--- src/rtl/weight_fetch_ctrl.sv ---
// ---------------------------------------------------------------------------
// weight_fetch_ctrl
//
// Streams a run of binarized weight words from a synchronous weight ROM to
// the PE array. A pass is requested with a one-cycle start pulse carrying the
// first ROM address and the word count. Reads are issued back to back, and
// each returned word lands in a 2-entry output FIFO that feeds a
// valid/ready interface toward the PE array. Back-pressure is absorbed by
// the FIFO. A read is only issued when it is certain to have a free slot
// when its data returns.
//
// Ports
//   clk        in   clock, all state changes on the rising edge
//   rst_n      in   asynchronous active-low reset
//   start      in   one-cycle pass request (honoured only in IDLE)
//   base_addr  in   [ADDR_WIDTH-1:0] first ROM address of the pass
//   num_words  in   [ADDR_WIDTH:0]   word count, 0..2^ADDR_WIDTH
//   rom_en     out  ROM read enable
//   rom_addr   out  [ADDR_WIDTH-1:0] ROM read address
//   rom_data   in   [DATA_WIDTH-1:0] registered ROM output, valid the cycle
//                   after rom_en
//   w_valid    out  weight word valid toward the PE array
//   w_ready    in   PE array accept
//   w_data     out  [DATA_WIDTH-1:0] weight word (FIFO head)
//   w_last     out  head is the final word of the pass
//   busy       out  pass in progress (low in IDLE and FIN)
//   done       out  one-cycle pulse at pass completion
// ---------------------------------------------------------------------------
module weight_fetch_ctrl #(
    parameter int ADDR_WIDTH = 8,
    parameter int DATA_WIDTH = 32
) (
    input  logic                  clk,
    input  logic                  rst_n,
    input  logic                  start,
    input  logic [ADDR_WIDTH-1:0] base_addr,
    input  logic [ADDR_WIDTH:0]   num_words,
    output logic                  rom_en,
    output logic [ADDR_WIDTH-1:0] rom_addr,
    input  logic [DATA_WIDTH-1:0] rom_data,
    output logic                  w_valid,
    input  logic                  w_ready,
    output logic [DATA_WIDTH-1:0] w_data,
    output logic                  w_last,
    output logic                  busy,
    output logic                  done
);

    typedef enum logic [1:0] {
        IDLE  = 2'd0,
        FETCH = 2'd1,
        DRAIN = 2'd2,
        FIN   = 2'd3
    } state_t;

    state_t state;

    logic [ADDR_WIDTH:0]   reads_left;     // reads still to issue this pass
    logic                  in_flight;      // a read was issued last cycle
    logic                  in_flight_last; // ... and it was the final word

    // 2-entry output FIFO
    logic [DATA_WIDTH-1:0] fifo_data [2];
    logic [1:0]            fifo_last;
    logic                  rd_ptr;
    logic                  wr_ptr;
    logic [1:0]            count;

    logic                  push;
    logic                  pop;
    logic                  last_read;
    logic [2:0]            occupancy;

    // The returning read is written unconditionally; there is always room
    // because a read is only issued when occupancy leaves a free slot.
    assign push      = in_flight;
    assign w_valid   = (count != 2'd0);
    assign pop       = w_valid && w_ready;
    assign w_data    = fifo_data[rd_ptr];
    // Slot flags can be stale once drained, so qualify with w_valid.
    assign w_last    = w_valid && fifo_last[rd_ptr];
    assign last_read = (reads_left == {{ADDR_WIDTH{1'b0}}, 1'b1});

    // Slots already committed next cycle: buffered words plus the word in
    // flight, minus the one leaving now. Pop implies count >= 1, so no wrap.
    assign occupancy = ({1'b0, count} + {2'b00, in_flight}) - {2'b00, pop};

    // Combinational because it must see this cycle's pop (w_ready) to keep
    // one word per cycle under full throughput.
    assign rom_en    = (state == FETCH) && (reads_left != '0) && (occupancy < 3'd2);

    // NOTE: every register here is assigned with <= so all updates in this
    // block see the pre-edge values, regardless of statement order.
    always_ff @(posedge clk or negedge rst_n) begin
        if (!rst_n) begin
            state          <= IDLE;
            rom_addr       <= '0;
            reads_left     <= '0;
            in_flight      <= 1'b0;
            in_flight_last <= 1'b0;
            // NOTE: the FIFO storage is reset too, so w_data reads 0 out of
            // reset; a 2-word array costs little to clear, unlike a real RAM.
            for (int i = 0; i < 2; i++) begin
                fifo_data[i] <= '0;
            end
            fifo_last      <= '0;
            rd_ptr         <= 1'b0;
            wr_ptr         <= 1'b0;
            count          <= '0;
            busy           <= 1'b0;
            done           <= 1'b0;
        end else begin
            done <= 1'b0;

            // Read issue and address walk; the address wraps naturally.
            in_flight      <= rom_en;
            in_flight_last <= rom_en && last_read;
            if (rom_en) begin
                rom_addr   <= rom_addr + 1'b1;
                reads_left <= reads_left - 1'b1;
            end

            // FIFO write/pop; both together leave count unchanged.
            if (push) begin
                fifo_data[wr_ptr] <= rom_data;
                fifo_last[wr_ptr] <= in_flight_last;
                wr_ptr            <= ~wr_ptr;
            end
            if (pop) begin
                rd_ptr <= ~rd_ptr;
            end
            case ({push, pop})
                2'b10:   count <= count + 2'd1;
                2'b01:   count <= count - 2'd1;
                default: count <= count;
            endcase

            case (state)
                IDLE: begin
                    if (start) begin
                        rom_addr   <= base_addr;
                        reads_left <= num_words;
                        if (num_words == '0) begin
                            state <= FIN;
                            done  <= 1'b1;
                        end else begin
                            state <= FETCH;
                            busy  <= 1'b1;
                        end
                    end
                end
                FETCH: begin
                    if (rom_en && last_read) begin
                        state <= DRAIN;
                    end
                end
                DRAIN: begin
                    if (pop && w_last) begin
                        state <= FIN;
                        busy  <= 1'b0;
                        done  <= 1'b1;
                    end
                end
                FIN: begin
                    state <= IDLE;
                end
                default: begin
                    state <= IDLE;
                end
            endcase
        end
    end

endmodule

--- config.mk ---
export PLATFORM = sky130hd
export DESIGN_NAME = weight_fetch_ctrl
export DESIGN_NICKNAME = d
export VERILOG_FILES = /design/src/rtl/weight_fetch_ctrl.sv
export SDC_FILE = /design/constraint.sdc
export NUM_CORES = 1
export LEC_CHECK = 0
export ABC_AREA = 1
export BUFFER_PORTS_ARGS = -buffer_cell sky130_fd_sc_hd__buf_4
export CORE_ASPECT_RATIO = 0.8
export CORE_MARGIN = 5
export CORE_UTILIZATION = 35
export CTS_CLUSTER_SIZE = 24
export DETAILED_ROUTE_END_ITERATION = 12
export PLACE_DENSITY_LB_ADDON = 0.12
export SETUP_SLACK_MARGIN = 0.3
export SKIP_CTS_REPAIR_TIMING = 1
export SYNTH_ARGS = -nofsm -noshare
export SYNTH_HDL_FRONTEND = slang
export SYNTH_SLANG_ARGS = --single-unit
--- constraint.sdc ---
create_clock -name clk -period 2.1 [get_ports clk]
set_clock_uncertainty 0.05 [all_clocks]
set_input_delay 0.315 -clock clk [delete_from_list [all_inputs] [get_ports clk]]
set_output_delay 0.315 -clock clk [all_outputs]
set_load 0.02 [all_outputs]
==> summary.md, run 1 <==
| Metric | Value |
|---|---|
| N_diodes | `0` |
| DP Wirelength | `8060 µm` |
| Final #Nets | `807` |
| Top post-synthesis cells by area | `dfrtp_1 50%, nand2_1 21%, o21ai_0 7.3%, inv_1 6.0%, nand3_1 3.6%` |
| Largest net degree at the start of global routing | `53` |
| First-pass GRT wire length | `19400 µm` |
| RSZ-0062 raised after global routing | `true` |
| DIE AREA | `0.0157 mm²` |
| Slowest Stage Delay on Critical Path | `470 ps` |
| CP bufs+invs | `3` |
| Mean Syn Cell Area | `7.52 µm²` |
| Worst Hold Launch | `num_words[8]` |
| Design area | `0.00706 mm²` |
| CP top delay family | `simple AND/OR/NAND/NOR gates` |
| Width of the die | `approximately 140 µm` |
| Outcome | `complete, but fails checks` |
| Final Hold Viols | `0` |
| Most frequent CP cell | `inv_2` |
| Final Max Tran Viols | `0` |
| Post-synth top flop | `dfrtp_1` |
| Mapped Cells | `620` |
| Layout Cells excl Fill | `927` |
| Row cnt | `37` |
| Reg2Reg Depth | `17` |
| Hold WS | `129 ps` |
| Total track usage | `15.1%` |
| Final worst setup slack | `-432 ps` |
| Area of the multi-input gates | `0.00258 mm²` |
| Gr ovfl total | `0` |
| Post-synth net total | `slightly below 700` |
| F_max | `395 MHz` |
| Clk sinks | `93` |
| CTS tree | `yes` |
| Htree depth | `3` |
| Initial drt markers | `around 260` |
| Routed len/inst | `13.5 µm` |
| Slew headroom | `68.0%` |
| Post-synth top area cell | `dfrtp_1` |
| Final setup viols | `21` |
| Crit-path cells | `inv_2, or2_4, nor2_4, a21oi_2, fa_1, nand2_1, inv_2, nand3_4, a21oi_4, buf_6` |
| WP data required | `1740 ps` |
| Critical path class | `register to output pin` |
| Most common cell in the netlist | `nand2_1` |
| PortBufs | `97` |
| Drt first pass iters | `4` |
| Post-Place Cells | `892` |
| Met2 WL | `5800 µm` |
| Worst-margin pin slew | `around 480 ps` |
| Maximum vdd drop | `0.784 mV` |
| Post-synth top area share | `49.9%` |
| Syn Std Cell Area | `about 0.0047 mm²` |
| Total core area | `roughly 0.013 mm²` |
| Met1 Wirelength | `6020 µm` |
| CTS buffer count | `9` |
| Critical Path Start Type | `register` |
| Lkg Pwr | `3.77 nW` |
| Vias/cell | `about 4.5` |
| Asr flop ratio synth | `100%` |
| Crit-path max FO | `4` |
| Initial antenna violation count | `0` |
| Max Buffers Root-to-Sink | `2` |
| Ys Warns | `0` |
| Tcrit/Tclk final | `121%` |
| Min cycle time layout | `approximately 2500 ps` |
| Hold Path Depth | `3` |
| Top post-synthesis cells by count | `257 x nand2_1, 93 x dfrtp_1, 74 x inv_1` |
| Crit. End Element | `output pin` |
| Final wirelength | `around 13000 µm` |
| Crit Reg-Reg Endpoint | `state[0]` |
| Yosys reg bits | `slightly above 90` |
| Power density over cell area | `1750 mW/mm²` |
| Critical Path AT | `2170 ps` |
| WL met3 | `between 500 and 600 µm` |
| Area Growth Syn to Fin | `51.4%` |
| Root Driver | `clkbuf_16` |
| Count of different cell masters after synthesis | `29` |
| I/O Pins | `just under 100` |
| Worst setup path startpoint | `count[0]` |
| Dpl cell area | `0.00576 mm²` |
| Vias in the first global route | `3976` |
| Residual DRC | `0` |
| Seq/Total Area, Yosys | `49.9%` |
| Register Area | `~0.0023 mm²` |
| DR top layer | `met4` |
| Layout fillers | `~1300` |
| Slowest CP cell | `fa_1` |
| Critical R2R Launch | `count[0]` |
| Max-cap violations | `0` |
| HP Class | `primary input to register` |
| Worst reg2reg setup slack | `-340 ps` |
| Final Util | `between 50% and 60%` |
| Hold endpoint | `reads_left[8]` |
| Initial core utilization | `36.0%` |
| Post-synth EDFFs | `0` |
| CTS clk-pin slew, worst paths | `60 ps` |
| Antenna viol nets, final | `0` |
| RD Place Congestion | `0.819` |
| Via count | `4194` |
| Worst skew pair latency | `340 ps` |
| Failing checks | `setup timing` |
| Chip height | `113 µm` |
| Share of layout cells above drive strength 1 | `39.2%` |
==> cells in the final DEF (no fill, tap or decap) <==
cell           count
ha_1               6
or2_2             11
buf_6             43
a21oi_2            3
nand2_2           41
o21a_1             1
nand4_1            3
buf_12             8
dlygate4sd3_1      1
nand3_2           19
inv_1             68
xor2_1             7
inv_4              1
nor2_2             1
inv_6              1
nor2_4             2
a21oi_4            1
clkbuf_8           2
o21ai_0           68
nand3_4            2
clkbuf_16         11
nand2_1          171
or2_4              1
nand2_4           48
xnor2_1            1
buf_4             85
clkinvlp_4         3
a21oi_1            2
clkinv_8           1
nand3b_1           3
fa_1               1
dfrtp_1           93
o21ai_1            1
inv_2              6
nand2_8            3
nor3_1             1
clkinv_2           2
nand3_1           13
nor2_1            17
==> logic make-up (layout without fill, tap and decap cells) <==
kind of cell    after synthesis  in the layout  share of synthesized area [%]
flops                        93             93                           49.9
fa+ha+maj                     7              7                           2.04
simple gates                334            336                           29.7
buf+inv                     102            232                           8.56
compound gates               76             76                           8.29
xor+xnor                      8              8                           1.50
==> worst max-delay path by stage <==
stage	endpoint	depth (start not counted)	slack [ps]
6_report	rom_en	10	-430
2_1_floorplan	rom_addr[4]	18	-150
5_1_grt	rom_en	10	-610
3_5_place_dp	rom_en	10	-280
3_3_place_gp	rom_en	10	-250
4_1_cts	rom_en	10	-640
==> registers in the layout (all words and copies together), names as in the netlist, 2 cells and up <==
name and count:
count 2, fifo_last 2, reads_left 9, state 2, rom_addr 8, fifo_data 64
==> where the power goes <==
part	switching, W	internal [W]	total, W
clock	0.000688	0.000867	0.00156
combinational	0.00402	0.00336	0.00738
sequential	0.000749	0.00266	0.00341
==> cell type report <==
class	instances	area share [%]
Clock buffer	11	3.58
Clock inverter	5	0.479
Inverter	77	4.36
Multi-Input combinational cell	427	36.5
Sequential cell	93	33.0
Tap cell	175	3.10
Timing Repair Buffer	139	19.0
==> tightest hold or removal path, cell delays in order <==
cell     delay, ps
buf_4           80
nand2_1         40
nand2_1         50
==> through the flow <==
step,setup slack [ps],power (W),TNS [ps]
final,-432,0.0123,-5240
after global placement,-253,0.00843,-3570
after CTS,-635,0.0102,-4390
after detailed placement,-277,0.00854,-4430
after floorplan,-149,0.00654,-2150
after global routing,-607,0.0134,-9720
==> routing by layer <==
metal  vias to the layer above  track usage [%]
met5                         -                0
met4                         0             4.43
met3                         9             4.06
met2                        81             22.7
met1                      1939             21.4
li1                       2165                -
(Power assumes the default switching activity.)
==> inputs of run 2 (changes only) <==
- CORE_UTILIZATION: 35 -> 48
==> summary.md, run 2 (same netlist as run 1, synthesis figures left out) <==
| Metric | Value |
|---|---|
| First-pass GRT wire length | `18400 µm (was 19400 µm)` |
| Cell-internal power | `0.00608 W (was 0.00689 W)` |
| Root Driver | `clkbuf_16 (unchanged)` |
| Logic pwr share | `54.8% (was 59.8%)` |
| Gr ovfl total | `0 (unchanged)` |
| Critical Path AT | `2200 ps (was 2170 ps)` |
| Routed len/inst | `13.3 µm (was 13.5 µm)` |
| Final setup viols | `22 (was 21)` |
| Max FFs per register | `64 (unchanged)` |
| HP Class | `primary input to register (unchanged)` |
| Lkg Pwr | `3.46 nW (was 3.77 nW)` |
| Most frequent CP cell | `inv_2 (unchanged)` |
| Total track usage | `19.2% (was 15.1%)` |
| Max Buffers Root-to-Sink | `2 (unchanged)` |
| Biggest regs | `fifo_data x64, reads_left x9, rom_addr x8 (unchanged)` |
| Final Util | `65.4% (was 54.5%)` |
| WP data required | `1740 ps (about the same)` |
| Vias in the first global route | `4024 (was 3976)` |
| Power density over cell area | `1720 mW/mm² (was 1750 mW/mm²)` |
| Max-cap violations | `0 (unchanged)` |
| Crit. End Element | `output pin (unchanged)` |
| Slowest CP cell | `fa_1 (unchanged)` |
| I/O Pins | `98 (unchanged)` |
| CTS tree | `yes (unchanged)` |
| Drt first pass iters | `5 (was 4)` |
| Vias/cell | `4.84 (was 4.52)` |
| Total core area | `0.00957 mm² (was 0.0130 mm²)` |
| Failing checks | `setup timing (unchanged)` |
| Worst-margin pin slew | `647 ps (was 480 ps)` |
| Crit-path max FO | `3 (was 4)` |
| Part of the power in registers | `30.1% (was 27.6%)` |
| Tcrit/Tclk final | `122% (was 121%)` |
| Slew headroom | `56.9% (was 68.0%)` |
| Clk sinks | `93 (unchanged)` |
| Share of layout cells above drive strength 1 | `26.7% (was 39.2%)` |
| P_sw | `0.00466 W (was 0.00546 W)` |
| Row cnt | `32 (was 37)` |
| Chip height | `98.2 µm (was 113 µm)` |
| Initial drt markers | `206 (was 255)` |
| Critical Path Start Type | `register (unchanged)` |
| Residual DRC | `0 (unchanged)` |
| Layout fillers | `816 (was 1250)` |
| Commonest non-fill, non-tap cell in the layout | `nand2_1 (unchanged)` |
| Most frequent cells in the layout | `243 x nand2_1, 124 x buf_4, 93 x dfrtp_1, 69 x inv_1, 68 x o21ai_0 (was 171 x nand2_1, 93 x dfrtp_1, 85 x buf_4, 68 x inv_1, 68 x o21ai_0)` |
| CP bufs+invs | `5 (was 3)` |
| CTS buffer count | `9 (unchanged)` |
| Final Max Tran Viols | `0 (unchanged)` |
| Slowest Stage Delay on Critical Path | `510 ps (was 470 ps)` |
| Via count | `4198 (was 4194)` |
| Area Growth Syn to Fin | `34.2% (was 51.4%)` |
| Clock share of power | `15.1% (was 12.6%)` |
| Top reg by flops | `fifo_data (unchanged)` |
| Worst reg2reg setup slack | `-410 ps (was -340 ps)` |
| Width of the die | `120 µm (was 139 µm)` |
| Hold Path Depth | `3 (unchanged)` |
| Antenna viol nets, final | `0 (unchanged)` |
| Final Hold Viols | `0 (unchanged)` |
| CP top delay family | `adder cells (was simple AND/OR/NAND/NOR gates)` |
| CTS clk-pin slew, worst paths | `60 ps (about the same)` |
| F_max | `389 MHz (was 395 MHz)` |
| Critical path class | `register to output pin (unchanged)` |
| Crit-path cells | `inv_2, nand2_4, nand2_4, inv_2, nand2_2, inv_4, a21oi_4, fa_1, nand2_1, inv_2, nand3_4, a21oi_4, buf_6 (was inv_2, or2_4, nor2_4, a21oi_2, fa_1, nand2_1, inv_2, nand3_4, a21oi_4, buf_6)` |
| Final worst setup slack | `-469 ps (was -432 ps)` |
| Htree depth | `3 (unchanged)` |
| Min cycle time layout | `2570 ps (was 2530 ps)` |
| Switching part of the total | `43.4% (was 44.2%)` |
| Worst Hold Launch | `num_words[8] (unchanged)` |
| Critical path depth in cells | `13 (was 10)` |
| Initial core utilization | `48.7% (was 36.0%)` |
| Worst skew pair latency | `340 ps (about the same)` |
| Dpl cell area | `0.00566 mm² (was 0.00576 mm²)` |
| Maximum vdd drop | `0.825 mV (was 0.784 mV)` |
| N_diodes | `0 (unchanged)` |
| Final wirelength | `11500 µm (was 12500 µm)` |
| Outcome | `complete, but fails checks (unchanged)` |
| DP Wirelength | `7760 µm (was 8060 µm)` |
| Initial antenna violation count | `0 (unchanged)` |
| Final #Nets | `803 (was 807)` |
| DIE AREA | `0.0118 mm² (was 0.0157 mm²)` |
| Crit Reg-Reg Endpoint | `rom_addr[5] (was state[0])` |
| PortBufs | `97 (unchanged)` |
| RD Place Congestion | `0.843 (was 0.819)` |
| Largest net degree at the start of global routing | `68 (was 53)` |
| RSZ-0062 raised after global routing | `true (unchanged)` |
| Critical R2R Launch | `count[1] (was count[0])` |
| Reg2Reg Depth | `20 (was 17)` |
| Design area | `0.00626 mm² (was 0.00706 mm²)` |
| Hold endpoint | `reads_left[8] (unchanged)` |
-- run 2: worst max path at each step --
stage | startpoint | end | slack [ps]
final | count[1] | rom_en | -470
after global routing | count[1] | rom_en | -590
after CTS | count[0] | rom_en | -610
after detailed placement | w_ready | rom_addr[5] | -280
after global placement | w_ready | rom_en | -240
after floorplan | count[1] | rom_addr[4] | -150
-- run 2: area by class of cell --
type / instances / area, µm² / share of cell area [%]
clock buffer: 12 / 246 / 3.94
clock inverter: 4 / 47.5 / 0.760
inverter: 77 / 304 / 4.86
multi-input combinational: 427 / 2120 / 33.8
sequential: 93 / 2330 / 37.2
tap: 119 / 149 / 2.38
timing repair buffer: 135 / 1070 / 17.0
-- run 2: power groups by stage --
stage / Sequential [W] / Clock (W) / Combinational (W)
6_report: 0.00324 / 0.00162 / 0.00588
5_1_grt: 0.00336 / 0.00172 / 0.00652
4_1_cts: 0.00321 / 0.00166 / 0.00524
3_5_place_dp: 0.00323 / 0 / 0.00522
3_3_place_gp: 0.00320 / 0 / 0.00511
2_1_floorplan: 0.00323 / 0 / 0.00331
-- run 2: worst reg2reg max path: cells and delay by family (launching register included) --
| kind | cells | cell delay [ps] |
|---|---|---|
| AOI/OAI and AO/OA | 2 | 210 |
| adders and majority gates | 1 | 440 |
| buffers and inverters | 9 | 730 |
| DFF | 1 | 390 |
| and+or+nand+nor | 8 | 570 |
-- run 2: layer usage --
metal  wire length (µm)  track usage, %
met4                116            5.02
met2               5220            30.0
met5                  0               0
met1               5530            26.6
met3                635            5.15
-- run 2: metrics by stage --
| step | cells | setup TNS [ps] | total power [W] | setup slack [ps] | hold WS, ps |
|---|---|---|---|---|---|
| 2_1_floorplan | 620 | -2150 | 0.00654 | -149 | -30.6 |
| 3_3_place_gp | 835 | -3520 | 0.00831 | -244 | 157 |
| 3_5_place_dp | 835 | -4510 | 0.00845 | -285 | 163 |
| 4_1_cts | 851 | -4460 | 0.0101 | -610 | -206 |
| 5_1_grt | 867 | -10370 | 0.0116 | -587 | 141 |
| 6_report | 867 | -7350 | 0.0107 | -469 | 142 |
==> inputs of run 3 (changes only) <==
- CORE_ASPECT_RATIO: 0.8 -> unset
- CORE_MARGIN: 5 -> unset
- PLACE_DENSITY_LB_ADDON: 0.12 -> 0.25
==> summary.md, run 3 (same netlist as run 1, synthesis figures left out) <==
| Metric | Value |
|---|---|
| Hold endpoint | `reads_left[8] (unchanged)` |
| Critical path class | `register to output pin (unchanged)` |
| HP Class | `primary input to register (unchanged)` |
| Hold Path Depth | `3 (unchanged)` |
| RSZ-0062 raised after global routing | `true (unchanged)` |
| Root Driver | `clkbuf_8 (was clkbuf_16)` |
| Max FFs per register | `64 (unchanged)` |
| Lkg Pwr | `3.56 nW (was 3.46 nW)` |
| Largest net degree at the start of global routing | `68 (unchanged)` |
| Layout fillers | `780 (was 816)` |
| Width of the die | `101 µm (was 120 µm)` |
| Final Util | `69.5% (was 65.4%)` |
| Top reg by flops | `fifo_data (unchanged)` |
| WP data required | `1740 ps (about the same)` |
| Gr ovfl total | `0 (unchanged)` |
| Post-Place Cells | `842 (was 835)` |
| Initial drt markers | `137 (was 206)` |
| Clk sinks | `93 (unchanged)` |
| PortBufs | `97 (unchanged)` |
| Initial antenna violation count | `0 (unchanged)` |
| Critical Path Start Type | `register (unchanged)` |
| Worst reg2reg setup slack | `-260 ps (was -410 ps)` |
| DP Wirelength | `7240 µm (was 7760 µm)` |
| Final Hold Viols | `0 (unchanged)` |
| CTS buffer count | `9 (unchanged)` |
| Antenna viol nets, final | `0 (unchanged)` |
| Total power | `0.0110 W (was 0.0107 W)` |
| RD Place Congestion | `0.891 (was 0.843)` |
| Slew headroom | `59.0% (was 56.9%)` |
| Layout Cells excl Fill | `867 (unchanged)` |
| Hold WS | `114 ps (was 142 ps)` |
| Share of layout cells above drive strength 1 | `32.8% (was 26.7%)` |
| Outcome | `complete, but fails checks (unchanged)` |
| Worst-margin pin slew | `616 ps (was 647 ps)` |
| First-pass GRT wire length | `18000 µm (was 18400 µm)` |
| Final setup viols | `21 (was 22)` |
| Final wirelength | `11300 µm (was 11500 µm)` |
| I/O Pins | `98 (unchanged)` |
| Routed len/inst | `13.0 µm (was 13.3 µm)` |
| Register Area | `0.00233 mm² (about the same)` |
| Worst skew pair latency | `350 ps (was 340 ps)` |
| Critical R2R Launch | `count[0] (was count[1])` |
| Htree depth | `3 (unchanged)` |
| Vias in the first global route | `4062 (was 4024)` |
| Worst Hold Launch | `num_words[8] (unchanged)` |
| Final Max Tran Viols | `0 (unchanged)` |
| CTS tree | `yes (unchanged)` |
| Final #Nets | `793 (was 803)` |
| Initial core utilization | `50.0% (was 48.7%)` |
| Total track usage | `22.4% (was 19.2%)` |
| Biggest regs | `fifo_data x64, reads_left x9, rom_addr x8 (unchanged)` |
| Dpl cell area | `0.00567 mm² (was 0.00566 mm²)` |
| Reg2Reg Depth | `15 (was 20)` |
| Most frequent cells in the layout | `194 x nand2_1, 92 x dfrtp_1, 85 x buf_4, 69 x inv_1, 68 x o21ai_0 (was 243 x nand2_1, 124 x buf_4, 93 x dfrtp_1, 69 x inv_1, 68 x o21ai_0)` |
| Crit-path max FO | `4 (was 3)` |
| Drt first pass iters | `4 (was 5)` |
| Vias/cell | `4.94 (was 4.84)` |
| Residual DRC | `0 (unchanged)` |
| Max Buffers Root-to-Sink | `2 (unchanged)` |
| Area of the multi-input gates | `0.00235 mm² (was 0.00212 mm²)` |
| Tcrit/Tclk final | `124% (was 122%)` |
| N_diodes | `0 (unchanged)` |
| Design area | `0.00648 mm² (was 0.00626 mm²)` |
| Max-cap violations | `0 (unchanged)` |
| Crit Reg-Reg Endpoint | `state[0] (was rom_addr[5])` |
| Crit. End Element | `output pin (unchanged)` |
| Total core area | `0.00933 mm² (was 0.00957 mm²)` |
| Via count | `4282 (was 4198)` |
| Min cycle time layout | `2600 ps (was 2570 ps)` |
| Maximum vdd drop | `0.821 mV (was 0.825 mV)` |
| DIE AREA | `0.0101 mm² (was 0.0118 mm²)` |
| Failing checks | `setup timing (unchanged)` |
| Power density over cell area | `1700 mW/mm² (was 1720 mW/mm²)` |
| Row cnt | `35 (was 32)` |
| Chip height | `101 µm (was 98.2 µm)` |
| Critical Path AT | `2230 ps (was 2200 ps)` |
| CTS clk-pin slew, worst paths | `90 ps (was 60 ps)` |
| F_max | `385 MHz (was 389 MHz)` |
| Final worst setup slack | `-496 ps (was -469 ps)` |
| Commonest non-fill, non-tap cell in the layout | `nand2_1 (unchanged)` |
| Area Growth Syn to Fin | `39.1% (was 34.2%)` |
## run 3: where the power goes
group / switching (W) / internal, W / total, W
combinational: 0.00362 / 0.00278 / 0.00640
clock: 0.000661 / 0.000569 / 0.00123
sequential: 0.000740 / 0.00266 / 0.00340
## run 3: final cells by class
class                      count  share of cell area (%)
timing repair buffer         125                    17.4
multi-input combinational    427                    36.3
tap                          129                    2.49
sequential                    93                    35.9
clock inverter                 7                    1.27
inverter                      77                    4.71
clock buffer                   9                    1.91
## run 3: through the flow
step                setup TNS [ps]  worst slack, ps
floorplan                    -2150             -149
global placement             -3720             -234
detailed placement           -4320             -282
CTS                          -4540             -615
global route                 -7130             -597
finish                       -4340             -496
## run 3: metal layers
layer	vias up	track usage (%)	wire, µm
met5	-	0	0
met3	10	2.98	435
li1	2139	-	-
met2	102	38.6	5760
met4	0	8.03	114
met1	2031	29.1	4990
## run 3: how the worst max path moves through the flow
stage / cells after the start / startpoint / slack [ps] / endpoint
5_1_grt: 10 / count[0] / -600 / rom_en
3_3_place_gp: 10 / w_ready / -230 / rom_en
3_5_place_dp: 14 / w_ready / -280 / state[0]
6_report: 10 / count[0] / -500 / rom_en
4_1_cts: 10 / count[0] / -610 / rom_en
2_1_floorplan: 18 / count[1] / -150 / rom_addr[4]
## run 3: critical path, stage by stage (launching register included)
cell and delay [ps]:
dfrtp_1 360, inv_2 60, or2_4 240, nor2_4 120, a21oi_4 50, fa_1 510, nand2_1 60, inv_2 70
nand3_4 80, a21oi_4 180, buf_6 140
